<file path="src/rtl/tree_vote_scheduler.sv">
// Time-multiplexes one shared bank of per-class decision trees across the ensemble.
// It accumulates the votes for each class and returns the winning class and its score.
module tree_vote_scheduler #(
    parameter  int N_FEAT  = 51,
    parameter  int N_CLASS = 6,
    parameter  int N_TREE  = 4,
    localparam int CLS_W   = (N_CLASS > 1) ? $clog2(N_CLASS) : 1,
    localparam int TREE_W  = (N_TREE > 1) ? $clog2(N_TREE) : 1,
    localparam int SC_W    = $clog2(N_TREE + 1)
) (
    input  logic              clk,
    input  logic              rst,
    input  logic              in_valid,
    output logic              in_ready,
    input  logic [N_FEAT-1:0] in_feat,
    output logic [N_FEAT-1:0] tree_feat,
    output logic [CLS_W-1:0]  tree_class_sel,
    output logic [TREE_W-1:0] tree_idx_sel,
    input  logic              tree_vote,
    output logic              out_valid,
    input  logic              out_ready,
    output logic [CLS_W-1:0]  out_class,
    output logic [SC_W-1:0]   out_score,
    output logic              busy
);

    typedef enum logic [1:0] {IDLE, EVAL, RESULT} state_t;

    localparam logic [CLS_W-1:0]  LAST_CLASS = CLS_W'(N_CLASS - 1);
    localparam logic [TREE_W-1:0] LAST_TREE  = TREE_W'(N_TREE - 1);

    state_t            state, state_nxt;
    logic [N_FEAT-1:0] feat_nxt;
    logic [CLS_W-1:0]  cls_nxt, best_class, best_class_nxt, out_class_nxt, upd_class;
    logic [TREE_W-1:0] idx_nxt;
    logic [SC_W-1:0]   acc, acc_nxt, sum, best_score, best_score_nxt, out_score_nxt, upd_score;

    assign in_ready  = (state == IDLE);
    assign out_valid = (state == RESULT);
    assign busy      = (state != IDLE);

    always_ff @(posedge clk) begin
        if (rst) begin
            state          <= IDLE;
            tree_feat      <= '0;
            tree_class_sel <= '0;
            tree_idx_sel   <= '0;
            acc            <= '0;
            best_score     <= '0;
            best_class     <= '0;
            out_class      <= '0;
            out_score      <= '0;
        end else begin
            state          <= state_nxt;
            tree_feat      <= feat_nxt;
            tree_class_sel <= cls_nxt;
            tree_idx_sel   <= idx_nxt;
            acc            <= acc_nxt;
            best_score     <= best_score_nxt;
            best_class     <= best_class_nxt;
            out_class      <= out_class_nxt;
            out_score      <= out_score_nxt;
        end
    end

    // Strict greater-than on class completion keeps the lowest class index on ties.
    always_comb begin
        state_nxt      = state;
        feat_nxt       = tree_feat;
        cls_nxt        = tree_class_sel;
        idx_nxt        = tree_idx_sel;
        acc_nxt        = acc;
        best_score_nxt = best_score;
        best_class_nxt = best_class;
        out_class_nxt  = out_class;
        out_score_nxt  = out_score;
        sum            = acc + SC_W'(tree_vote);
        upd_score      = best_score;
        upd_class      = best_class;

        case (state)
            IDLE: begin
                if (in_valid) begin
                    feat_nxt       = in_feat;
                    cls_nxt        = '0;
                    idx_nxt        = '0;
                    acc_nxt        = '0;
                    best_score_nxt = '0;
                    best_class_nxt = '0;
                    state_nxt      = EVAL;
                end
            end
            EVAL: begin
                if (tree_idx_sel != LAST_TREE) begin
                    acc_nxt = sum;
                    idx_nxt = tree_idx_sel + TREE_W'(1);
                end else begin
                    if (sum > best_score) begin
                        upd_score = sum;
                        upd_class = tree_class_sel;
                    end
                    best_score_nxt = upd_score;
                    best_class_nxt = upd_class;
                    acc_nxt        = '0;
                    idx_nxt        = '0;
                    if (tree_class_sel == LAST_CLASS) begin
                        out_class_nxt = upd_class;
                        out_score_nxt = upd_score;
                        state_nxt     = RESULT;
                    end else begin
                        cls_nxt = tree_class_sel + CLS_W'(1);
                    end
                end
            end
            RESULT: begin
                if (out_ready) begin
                    state_nxt = IDLE;
                end
            end
            default: state_nxt = IDLE;
        endcase
    end

endmodule

</file>
<file path="config.mk">
export PLATFORM = sky130hd
export DESIGN_NAME = tree_vote_scheduler
export DESIGN_NICKNAME = d
export VERILOG_FILES = /design/src/rtl/tree_vote_scheduler.sv
export SDC_FILE = /design/constraint.sdc
export NUM_CORES = 1
export LEC_CHECK = 0
export BUFFER_PORTS_ARGS = -buffer_cell sky130_fd_sc_hd__buf_2
export CAP_MARGIN = 15
export CORE_UTILIZATION = 30
export DETAILED_ROUTE_END_ITERATION = 16
export PLACE_DENSITY_LB_ADDON = 0.05
export SKIP_CTS_REPAIR_TIMING = 1
export SYNTH_ARGS = -nofsm -noshare
export SYNTH_HDL_FRONTEND = slang
export SYNTH_SLANG_ARGS = --single-unit
</file>
<file path="constraint.sdc">
create_clock -name clk -period 2.95 [get_ports clk]
set_clock_uncertainty 0.2 [all_clocks]
set_input_delay 0.1475 -clock clk [delete_from_list [all_inputs] [get_ports clk]]
set_output_delay 0.1475 -clock clk [all_outputs]
set_load 0.01 [all_outputs]
</file>
Yosys cells after proc, flatten, opt, wreduce, memory -nomap -nowiden. Index checks and enable logic that the tools add are counted.

Order comparisons: 1. Equality and inequality tests: 9. $add $sub $neg: 3. Bitwise gates (word level): 1. Reduce and logical (&&, ||, !) cells: 9. Multiplexer cells: 20.

Operator list (count): 3-bit 2-to-1 mux (8); 3-bit case mux with 2 select lines (4); 2-bit 2-to-1 mux (6); 2-bit != test, second input constant (5); 4-bit AND reduction (2); 2-bit case mux with 3 select lines (1); 3-bit AND reduction (2); 2-bit case mux with 2 select lines (1); 2-bit AND reduction (2); 2-bit nonzero test (2); 3-bit by 1-bit adder with 3-bit output (1); 3-bit by 1-bit adder with 3-bit output, second input constant (1); 3-bit equality test, second input constant (1); 3-bit > comparator (1); 2-bit by 1-bit adder with 2-bit output, second input constant (1); 2-bit by 1-bit equality test with 1-bit output, second input constant (1); 2-bit equality test, second input constant (1); 2-bit zero test (1); 2-bit by 1-bit != test with 1-bit output, second input constant (1); 1-bit inverter (1).

Bits of input ports: 56. Logic and storage cells: 52. Register bits after elaboration: 73.

Logic depth before layout (Yosys ltp).
Depth after elaboration: 5. Depth in mapped cells: 8. Gate-level depth less buffers: 8.

Least setup slack after synthesis. OpenSTA, ideal clock, no wires.

Path type: reg-to-reg. Start: reg acc[0]. End: reg best_class[1]. Arrival: 1.962 ns. Path buffers: 0. Path slack: 0.644 ns. Data required time: 2.606 ns. Stages on the path, launching flop included: 9. Cells stage by stage: dfxtp_1 ha_1 ha_1 xor2_1 ha_1 nand3b_1 a21bo_2 o21ai_0 o32ai_1.

Cells in the longest elaborated chain, start to end: 5.

Ends and longest elaborated chain: start, declared (RTL line 36) `logic [SC_W-1:0] acc, acc_nxt, sum, best_score, best_score_nxt, out_score_nxt, upd_score;`; start signal, assigned (RTL line 58) `acc <= acc_nxt;`; 3-bit by 1-bit adder with 3-bit output (RTL line 77) `sum = acc + SC_W'(tree_vote);`; 3-bit > comparator (RTL line 98) `if (sum > best_score) begin`; 3-bit 2-to-1 mux (RTL line 98); 3-bit 2-to-1 mux (RTL line 94) `if (tree_idx_sel != LAST_TREE) begin`; 3-bit case mux with 2 select lines (RTL line 81) `case (state)`; end signal, assigned (RTL line 60) `best_class <= best_class_nxt;`; end, declared (RTL line 34) `logic [CLS_W-1:0] cls_nxt, best_class, best_class_nxt, out_class_nxt, upd_class;`.

No other way between the ends. The select of a mux whose other input is x is not followed. A chain may end at the register's enable or synchronous reset.

Final worst setup path.
Start: reg acc[0]. End: reg best_score[1].

Cells in the longest elaborated chain, start to end: 5.

Ends and longest elaborated chain: 3-bit by 1-bit adder with 3-bit output * (RTL line 77); 3-bit > comparator (RTL line 98); 3-bit 2-to-1 mux * (RTL line 98); 3-bit 2-to-1 mux * (RTL line 94); 3-bit case mux with 2 select lines * (RTL line 81); end signal, assigned (RTL line 59) `best_score <= best_score_nxt;`; end, declared (RTL line 36).

Every way passes the cells marked *; elsewhere a longest branch is shown, timed or not. The select of a mux whose other input is x is not followed.

==> impl_metrics.csv <==
group,metric,value,unit
floorplanning,rows,35,
synthesis,yosysTopAreaCell,"dfxtp_1",
finish,drive_gt1_frac,0.283,
floorplanning,fp.coreArea,9280,sq um
synthesis,ys_seq_area_frac,0.507,
synthesis,syn_area_per_cell,8.33,sq um
floorplanning,ioPinCount,121,
timing,setup_ws,0.336,ns
power_and_ir_drop,clockPowerShare,0.353,
floorplanning,die_w,100,um
placed_design,port_buffers,120,
timing,rsz0062_at_grt,"no",
drt,viasPerCell,4.45,
power_and_ir_drop,total_power,2.10,mW
setup_path,path_class,"flip-flop to flip-flop",
outcome,status,"finished, final reports clean",
global_routing,grt_pass1_wl,12400,um
setup_path,cp_max_fo,5,
finish,antennaDiodeCount,0,
floorplanning,dieArea,10000,sq um
timing,min_period,2.61,ns
finish,final_area,4280,sq um
drt,wl,7930,um
placed_design,place_hpwl,5090,um
clock_network,cts_sinks,73,
drt,detail_route.iter0.violations,86,
drt,detail_route.wl_per_cell,12.2,um
timing,fin_setup_tns,0,ns
finish,fin_util,0.461,
drt,postRouteAntennaNets,0,
synthesis,ys_types,35,
clock_network,clockBufferDepth,2,
drt,dr_total_vias,2883,
drt,drtPass1Iterations,4,
floorplanning,start_util,0.311,
timing,report.final.setup_viol,0,
setup_path,crit_required,3.00,ns
clock_network,htree_levels,3,
synthesis,ys_warn_count,0,
power_and_ir_drop,switching_power,0.534,mW
power_and_ir_drop,p_leak,1.93,nW
finish,fillCellCount,994,
synthesis,syn_area,2880,sq um
hold_path,hp-class,"primary input to flip-flop",
timing,hold_viol,0,
global_routing,grt_pass1_vias,2539,
power_and_ir_drop,power_density,489,nW/um^2
timing,final.period_utilization,0.886,
placed_design,placed_area,3580,sq um
clock_network,cts_buffers,9,
power_and_ir_drop,p_int,1.56,mW
synthesis,yosys.area.top_type_share,0.507,
clock_network,cts_tree,"built",
floorplanning,die_h,100,um
setup_path,cp.arrival,2.66,ns
power_and_ir_drop,vdd_drop_max,0.000298,V
power_and_ir_drop,p_sw_frac,0.255,
timing,final-max-slew-violation-count,0,
finish,syn2layout_area_growth,48.6,%
job,cap_violations,0,
global_routing,overflow,0,
global_routing,antenna_found_initial,0,
clock_network,clk_pin_slew,0.08,ns
placed_design,post-place-ws,0.374,ns
synthesis,ys.flop_type,"dfxtp_1",
clock_network,cts_root_buf,"clkbuf_8",
timing,slew_headroom,0.544,
synthesis,ys_ff_latch,73,
finish,multi_input_area,1270,sq um
setup_path,cp-end-kind,"flip-flop",
synthesis,async_reset_ff_frac,0,
power_and_ir_drop,comb_power_share,0.146,
global_routing,grt_usage,0.159,
synthesis,synthCells,346,
placed_design,dp.cells,580,
timing,worstMarginPinSlew,0.685,ns
synthesis,syn_nets,410,
finish,layout.cells.non_filler,648,
finish,nets,579,
timing,fmaxAchievable,383,MHz
finish,seq_area,1460,sq um
clock_network,insertion_delay,0.34,ns
timing,timing.hold.ws,0.0527,ns
synthesis,synth_edf_count,0,
synthesis,synth_area_leaders,"dfxtp_1 51%, nand2_1 14%, a21oi_1 10%",
global_routing,grt_max_degree,35,
drt,drc,0,
placed_design,place_congestion,0.715,
power_and_ir_drop,seq_power_share,0.501,
setup_path,critPathLaunchType,"flip-flop",
==> cell families (layout without fill, tap and decap cells) <==
group,count (synthesis),in the layout,synth area share
xor+xnor,2,2,0.00608
compound gates,75,75,0.147
simple gates,151,151,0.226
flops,73,73,0.507
mux,7,7,0.0247
fa+ha+maj,8,8,0.0347
buf+inv,30,203,0.0543
==> routing by layer <==
layer | track usage | wire length (um) | part of all wire
met5 | 0 | 0 | 0
met4 | 0.0446 | 74 | 0.0093
met3 | 0.0662 | 517 | 0.065
met2 | 0.259 | 3770 | 0.48
met1 | 0.191 | 3560 | 0.45
==> cells in the final DEF (no fill, tap or decap), types with 2 or more instances in the layout <==
cell and n:
buf_4 7, dfxtp_1 73, o32ai_1 5, dlygate4sd3_1 53, buf_2 120, clkbuf_1 2
mux2i_1 6, nand2b_1 6, clkinv_2 3, nor3_1 4, a211oi_1 4, or3_1 2
clkbuf_8 9, ha_1 8, nand2_1 109, nand3b_1 2, xor2_1 2, nor2_1 10
o21ai_0 2, inv_1 8, or3b_2 2, a21oi_1 59, nand3_1 9
==> synth_stat cells (all sizes together) (4+ instances only) <==
| master | count |
|---|---|
| o32ai | 5 |
| mux2i | 6 |
| nand2b | 6 |
| buf | 13 |
| nand3 | 9 |
| dfxtp | 73 |
| nor3 | 4 |
| inv | 8 |
| a211oi | 4 |
| nand2 | 109 |
| a21oi | 59 |
| clkbuf | 9 |
| nor2 | 10 |
| ha | 8 |
==> power groups by stage <==
stage	sequential, mW	combinational, mW	clock, mW
after detailed placement	1.07	0.255	0
after global placement	1.07	0.253	0
after CTS	1.05	0.255	0.775
after global routing	1.06	0.343	0.817
final	1.05	0.305	0.740
after floorplan	1.09	0.128	0
==> path summary, 6_finish.rpt <==
kind	start	to	slack, ns	cells after the start
max reg2reg	acc[0]	best_score[1]	0.34	8
min	rst	tree_feat[30]	0.05	2
min reg2reg	tree_feat[31]	tree_feat[31]	0.25	2
max	acc[0]	best_score[1]	0.34	8
==> area by class of cell <==
| type | instances | share of cell area |
|---|---|---|
| Clock buffer | 11 | 0.0307 |
| Clock inverter | 4 | 0.0105 |
| Inverter | 8 | 0.00701 |
| Multi-Input combinational cell | 243 | 0.297 |
| Sequential cell | 73 | 0.341 |
| Tap cell | 129 | 0.0377 |
| Timing Repair Buffer | 180 | 0.276 |
==> state kept, by name, indices dropped and copies added, names as in the netlist <==
register        cells
acc                 3
best_class          3
best_score          3
out_class           3
out_score           3
state               2
tree_class_sel      3
tree_feat          51
tree_idx_sel        2
==> worst max-delay path, stage by stage (launching register included) <==
cell,delay [ns]
dfxtp_1,0.32
ha_1,0.18
ha_1,0.21
xor2_1,0.25
ha_1,0.32
a21oi_1,0.33
a21bo_2,0.21
o21ai_0,0.20
o32ai_1,0.31
(Power assumes the default switching activity.)
